## config.mk

```make
export PLATFORM = sky130hd
export DESIGN_NAME = uart_rx
export DESIGN_NICKNAME = d
export VERILOG_FILES = /design/src/rtl/uart_rx.sv
export SDC_FILE = /design/constraint.sdc
export NUM_CORES = 1
export LEC_CHECK = 0
export ABC_AREA = 1
export BUFFER_PORTS_ARGS = -buffer_cell sky130_fd_sc_hd__buf_2
export CORE_UTILIZATION = 25
export DETAILED_ROUTE_END_ITERATION = 8
export PLACE_DENSITY = 0.45
export SETUP_SLACK_MARGIN = 0.05
export SYNTH_ARGS = -nofsm -noshare
export SYNTH_HDL_FRONTEND = slang
export SYNTH_SLANG_ARGS = --single-unit
```

## constraint.sdc

```tcl
create_clock -name clock -period 2.9 [get_ports clock]
set_input_delay 0.58 -clock clock [delete_from_list [all_inputs] [get_ports clock]]
set_output_delay 0.58 -clock clock [all_outputs]
set_load 0.01 [all_outputs]
```

## src/rtl/uart_rx.sv

```systemverilog
`timescale 1ns/1ps
// uart_rx: serial receiver for the uart transmitter's frames.
//
// A frame is a start bit (0), DATA_BITS data bits sent LSB first, an optional
// parity bit, and one or two stop bits (1). The line is sampled on an
// OVERSAMPLE x baud enable (sample_tick) from the shared baud generator.
//
// Ports
//   clock          system clock
//   rst            synchronous, active-high reset
//   sample_tick    one-clock enable at OVERSAMPLE x baud
//   rx_in          asynchronous serial line, idles high
//   parity_type    00 none, 01 even, 10 odd, 11 none in frame (p_parity_out reported)
//   stop_bits      0 = one stop bit, 1 = two stop bits
//   data_out       last received word, bit 0 = first data bit on the line
//   rx_active      high from start detection to the final stop sample
//   rx_done        one-clock pulse when a frame completes
//   parity_error   parity mismatch on the last frame
//   framing_error  a stop bit sampled low on the last frame
//   p_parity_out   odd-parity bit of data_out when parity_type was 11, else 0
//
// Build option
//   RX_MAJORITY_VOTE_EN  when defined, every bit decision is the 2-of-3 majority
//                        of the sample tick and the two ticks before it, so a
//                        single-tick glitch is rejected. Default: single sample.
//
// State table
//   state    | meaning
//   S_IDLE   | waiting for a 1->0 transition of the synchronised line
//   S_START  | counting to mid start bit, rejecting false starts
//   S_DATA   | sampling DATA_BITS data bits, one per bit period
//   S_PARITY | sampling and checking the parity bit
//   S_STOP   | sampling one or two stop bits
//   S_DONE   | one clock; results already registered, rx_done high

module uart_rx #(
  parameter int OVERSAMPLE = 16,
  parameter int DATA_BITS  = 8
) (
  input  logic                 clock,
  input  logic                 rst,
  input  logic                 sample_tick,
  input  logic                 rx_in,
  input  logic [1:0]           parity_type,
  input  logic                 stop_bits,
  output logic [DATA_BITS-1:0] data_out,
  output logic                 rx_active,
  output logic                 rx_done,
  output logic                 parity_error,
  output logic                 framing_error,
  output logic                 p_parity_out
);

  localparam int TW = $clog2(OVERSAMPLE);
  localparam int BW = $clog2(DATA_BITS + 1);
  localparam logic [TW-1:0] T_MID  = TW'(OVERSAMPLE / 2 - 1);
  localparam logic [TW-1:0] T_END  = TW'(OVERSAMPLE - 1);
  localparam logic [BW-1:0] B_LAST = BW'(DATA_BITS - 1);

  typedef enum logic [2:0] {
    S_IDLE,
    S_START,
    S_DATA,
    S_PARITY,
    S_STOP,
    S_DONE
  } state_t;

  state_t               state, state_nxt;
  logic [TW-1:0]        tcnt, tcnt_nxt;
  logic [BW-1:0]        bcnt, bcnt_nxt;
  logic [DATA_BITS-1:0] shift, shift_nxt;
  logic                 par_pend, par_pend_nxt;
  logic                 frm_pend, frm_pend_nxt;
  logic                 cfg_capture;
  logic                 frame_end;

  logic                 rx_meta, rx_s, rx_prev;
  logic                 bit_val;
  logic [1:0]           par_q;
  logic                 stop2_q;

  // Two-flop synchroniser; idle level after reset so no spurious start.
  always_ff @(posedge clock) begin
    if (rst) begin
      rx_meta <= 1'b1;
      rx_s    <= 1'b1;
    end else begin
      rx_meta <= rx_in;
      rx_s    <= rx_meta;
    end
  end

  // Line level at the previous tick. Tracked in every state so that after a
  // break the receiver must see the line high before the next start edge.
  always_ff @(posedge clock) begin
    if (rst)              rx_prev <= 1'b1;
    else if (sample_tick) rx_prev <= rx_s;
  end

`ifdef RX_MAJORITY_VOTE_EN
  // hist[0] = line one tick ago, hist[1] = two ticks ago.
  logic [1:0] hist;

  always_ff @(posedge clock) begin
    if (rst)              hist <= 2'b11;
    else if (sample_tick) hist <= {hist[0], rx_s};
  end

  assign bit_val = (hist[1] & hist[0]) | (hist[1] & rx_s) | (hist[0] & rx_s);
`else
  assign bit_val = rx_s;
`endif

  // Frame configuration is frozen at the start edge.
  always_ff @(posedge clock) begin
    if (rst) begin
      par_q   <= 2'b00;
      stop2_q <= 1'b0;
    end else if (cfg_capture) begin
      par_q   <= parity_type;
      stop2_q <= stop_bits;
    end
  end

  always_ff @(posedge clock) begin
    if (rst) begin
      state    <= S_IDLE;
      tcnt     <= '0;
      bcnt     <= '0;
      shift    <= '0;
      par_pend <= 1'b0;
      frm_pend <= 1'b0;
    end else begin
      state    <= state_nxt;
      tcnt     <= tcnt_nxt;
      bcnt     <= bcnt_nxt;
      shift    <= shift_nxt;
      par_pend <= par_pend_nxt;
      frm_pend <= frm_pend_nxt;
    end
  end

  always_comb begin
    state_nxt    = state;
    tcnt_nxt     = tcnt;
    bcnt_nxt     = bcnt;
    shift_nxt    = shift;
    par_pend_nxt = par_pend;
    frm_pend_nxt = frm_pend;
    cfg_capture  = 1'b0;
    frame_end    = 1'b0;

    case (state)
      S_IDLE: begin
        if (sample_tick && rx_prev && !rx_s) begin
          state_nxt    = S_START;
          tcnt_nxt     = '0;
          cfg_capture  = 1'b1;
          par_pend_nxt = 1'b0;
          frm_pend_nxt = 1'b0;
        end
      end

      S_START: begin
        if (sample_tick) begin
          if (tcnt == T_MID) begin
            if (bit_val) begin
              state_nxt = S_IDLE;
            end else begin
              // Re-zero at mid start bit so later samples land mid-bit.
              tcnt_nxt  = '0;
              bcnt_nxt  = '0;
              state_nxt = S_DATA;
            end
          end else begin
            tcnt_nxt = tcnt + 1'b1;
          end
        end
      end

      S_DATA: begin
        if (sample_tick) begin
          if (tcnt == T_END) begin
            tcnt_nxt  = '0;
            shift_nxt = {bit_val, shift[DATA_BITS-1:1]};
            if (bcnt == B_LAST) begin
              bcnt_nxt  = '0;
              state_nxt = (par_q == 2'b01 || par_q == 2'b10) ? S_PARITY : S_STOP;
            end else begin
              bcnt_nxt = bcnt + 1'b1;
            end
          end else begin
            tcnt_nxt = tcnt + 1'b1;
          end
        end
      end

      S_PARITY: begin
        if (sample_tick) begin
          if (tcnt == T_END) begin
            tcnt_nxt = '0;
            if (par_q == 2'b01) par_pend_nxt = (bit_val != (^shift));
            else                par_pend_nxt = (bit_val != (~^shift));
            state_nxt = S_STOP;
          end else begin
            tcnt_nxt = tcnt + 1'b1;
          end
        end
      end

      S_STOP: begin
        if (sample_tick) begin
          if (tcnt == T_END) begin
            tcnt_nxt = '0;
            if (!bit_val) frm_pend_nxt = 1'b1;
            if (stop2_q && bcnt == '0) begin
              bcnt_nxt = BW'(1);
            end else begin
              bcnt_nxt  = '0;
              frame_end = 1'b1;
              state_nxt = S_DONE;
            end
          end else begin
            tcnt_nxt = tcnt + 1'b1;
          end
        end
      end

      S_DONE: begin
        state_nxt = S_IDLE;
      end

      default: begin
        state_nxt = S_IDLE;
      end
    endcase
  end

  // Results load on the final stop sample so they are valid in the same clock
  // as rx_done (the S_DONE clock), and hold until the next frame completes.
  always_ff @(posedge clock) begin
    if (rst) begin
      data_out      <= '0;
      rx_done       <= 1'b0;
      parity_error  <= 1'b0;
      framing_error <= 1'b0;
      p_parity_out  <= 1'b0;
    end else begin
      rx_done <= frame_end;
      if (frame_end) begin
        data_out      <= shift;
        parity_error  <= par_pend;
        framing_error <= frm_pend_nxt;
        p_parity_out  <= (par_q == 2'b11) ? (~^shift) : 1'b0;
      end
    end
  end

  assign rx_active = (state != S_IDLE) && (state != S_DONE);

endmodule

```

==> reports/results.ini <==
[outcome]
status=completed

[floorplan]
dieArea_sq_mm=0.00870
die_height_um=93.3
ios=20
start_util_pct=26.4
coreArea_sq_mm=0.00789
die_w_um=93.3
row_count=32

[worst_setup_path]
required_ns=2.32
cp_num_buf_inv=3
rrSetupSlack_ns=1.02
critPathArrivalTime_ns=1.32
path_max_fanout=5
crit_chain=inv_2 -> nand2_1 -> inv_1 -> a21oi_1 -> buf_2
crit_end=rx_active
critPathLaunchType=flop
cp_top_family=flip-flops
max_stage_delay_ns=0.46
slowest_stage=dfxtp_1
cp-end-kind=primary output
cp_num_cells=5
path_class=flop to primary output
r2r_start=tcnt[0]
r2r_end=framing_error
worst-r2r-cell-count=10
critPathLaunch=state[2]

[clock_tree]
cts_buffers=5
clkTransAtPathRegs_ns=0.09
clock-sinks=39
cts-hold-fix-buffers=0
postCtsSetupBuffers=0
cts_buffer_depth=2
cts_tree=done
postCtsResizedCells=0
clock_latency_ns=0.30
clockRootBuffer=clkbuf_8
htree_levels=2

[synth]
synth_compound_area_share_pct=16.3
ys_ff_latch=39
ys_seq_area_share_pct=37.5
yosys.area.top_type=dfxtp_1
yosysUniqueCellTypes=30
synth_edf_count=0
synth_area_leaders=dfxtp_1 37%, nand2_1 12%, inv_1 7.0%, a21oi_1 6.7%, o21ai_0 6.7%
synthSimpleGateAreaFrac_pct=29.5
netlist_instances=303
synth_ff_type=dfxtp_1
muxShareOfSynthArea_pct=0
synthAdderAreaFrac_pct=3.00
synth-async-reset-ratio_pct=0
synth_xor_area_share_pct=3.78
yosysWarningCount=0
netlist.area_leader.share_pct=37.5
syn-cell-area_sq_mm=0.00208
synth_nets=315
syn_area_per_cell_sq_um=6.88
synth_top_family_by_area=simple AND/OR/NAND/NOR gates

[final_layout]
final_util_pct=29.9
nets=335
fin_area_sq_mm=0.00236
drive_gt1_share_pct=16.0
syn2layout_area_growth_pct=13.4
layoutNonFillerInstCount=426
antenna_cells=0
n_fill_cell=893

[detailed_routing]
dr_total_vias=1846
ant_nets=0
wl_per_cell_um=11.2
viasPerCell=4.33
drc=0
drtPass1Iterations=4
drt_iter0_drc=75
totalWireLength_um=4760

[global_routing]
grt_max_degree=24
grt_pass1_wl_um=8170
grt_overflow=0
grt_pass1_vias=1720
antenna_found_initial=0
grt_usage_pct=12.2

[place]
gp_congestion=0.849
dp_hpwl_um=3510
portBuffers=19
numPlacedInstances=418
pre_cts_ws_ns=0.995
postPlaceCellArea_sq_mm=0.00228

[sta]
setup_viol=0
fin_crit_sh_pct=65.7
max_freq_mhz=525
setup_ws_ns=0.995
whs_ns=0.426
rsz0062_at_grt=false
fin_setup_tns_ns=0
min_period_ns=1.90
worstMarginPinSlew_ns=0.640
skew_ns=0.0142
drv_slew=0
hold_viol=0
maxSlewHeadroom_pct=57.3

[power_and_ir_drop]
p_per_area_mw_per_mm2=621
ir_drop_mv=0.291
finalPower_mw=1.47
p_leak_nw=1.07

[worst_hold_path]
worstHoldPathCells=1
hp-class=flop to flop

[run]
cap_violations=0

[registers in the layout, summed over array words and instances, names as in the netlist]
signal and count:
par_q 2, parity_error 1, rx_meta 1, stop2_q 1, bcnt 4, p_parity_out 1
shift 8, bit_val 1, data_out 8, rx_prev 1, par_pend 1, state 3
tcnt 4, framing_error 1, frm_pend 1, rx_done 1
[placed cells by master, fill, tap and decap left out, drive strengths merged, types with 3 or more instances in the layout]
| cell type | synthesis | final |
|---|---|---|
| or2 | 3 | 3 |
| buf | 5 | 20 |
| nor2 | 40 | 40 |
| a21oi | 29 | 29 |
| xnor2 | 5 | 5 |
| ha | 5 | 5 |
| clkbuf | 2 | 6 |
| nand2 | 67 | 67 |
| nand3 | 19 | 19 |
| xor2 | 4 | 4 |
| dfxtp | 39 | 39 |
| inv | 44 | 44 |
| o21ai | 32 | 32 |
[logic make-up (layout without fill, tap and decap cells)]
logic type	after synthesis	after routing
AOI/OAI and AO/OA	64	64
xor gates and xnor gates	9	9
adders and majority gates	5	5
buffers and inverters	52	73
DFF	39	39
and+or+nand+nor	134	134
[power breakdown]
group / switching [mW] / total, mW / internal [mW]
Combinational: 0.314 / 0.472 / 0.158
Clock: 0.207 / 0.376 / 0.168
Sequential: 0.0460 / 0.620 / 0.574
Total: 0.567 / 1.47 / 0.900
[synth_stat cells, types with 4 or more instances]
library cell  count
nand2_1          64
dfxtp_1          39
inv_1            39
nor2_1           32
a21oi_1          28
o21ai_0          28
nand3_1          16
ha_1              5
inv_2             5
nor2_2            5
xnor2_1           5
xor2_1            4
[metal layers]
layer,track usage (%),routed length (um)
met1,16.9,2520
met2,18.3,1990
met3,2.85,186
met4,4.23,63
met5,0,0
[area by class of cell]
class / count / area (sq um) / area share (%)
Clock buffer: 6 / 72.6 / 3.07
Clock inverter: 2 / 12.5 / 0.530
Inverter: 45 / 170 / 7.20
Multi-Input combinational cell: 212 / 1100 / 46.4
Sequential cell: 39 / 781 / 33.1
Tap cell: 102 / 128 / 5.40
Timing Repair Buffer: 20 / 103 / 4.34
[worst min path at each step]
stage,slack [ns],from,end
detailed placement,0.40,rx_meta,bit_val
CTS,0.43,rx_meta,bit_val
floorplan,0.39,rx_meta,bit_val
global route,0.44,rx_meta,bit_val
finish,0.43,rx_meta,bit_val
global placement,0.39,rx_meta,bit_val
No activity file was read; power rests on OpenSTA's default activity.
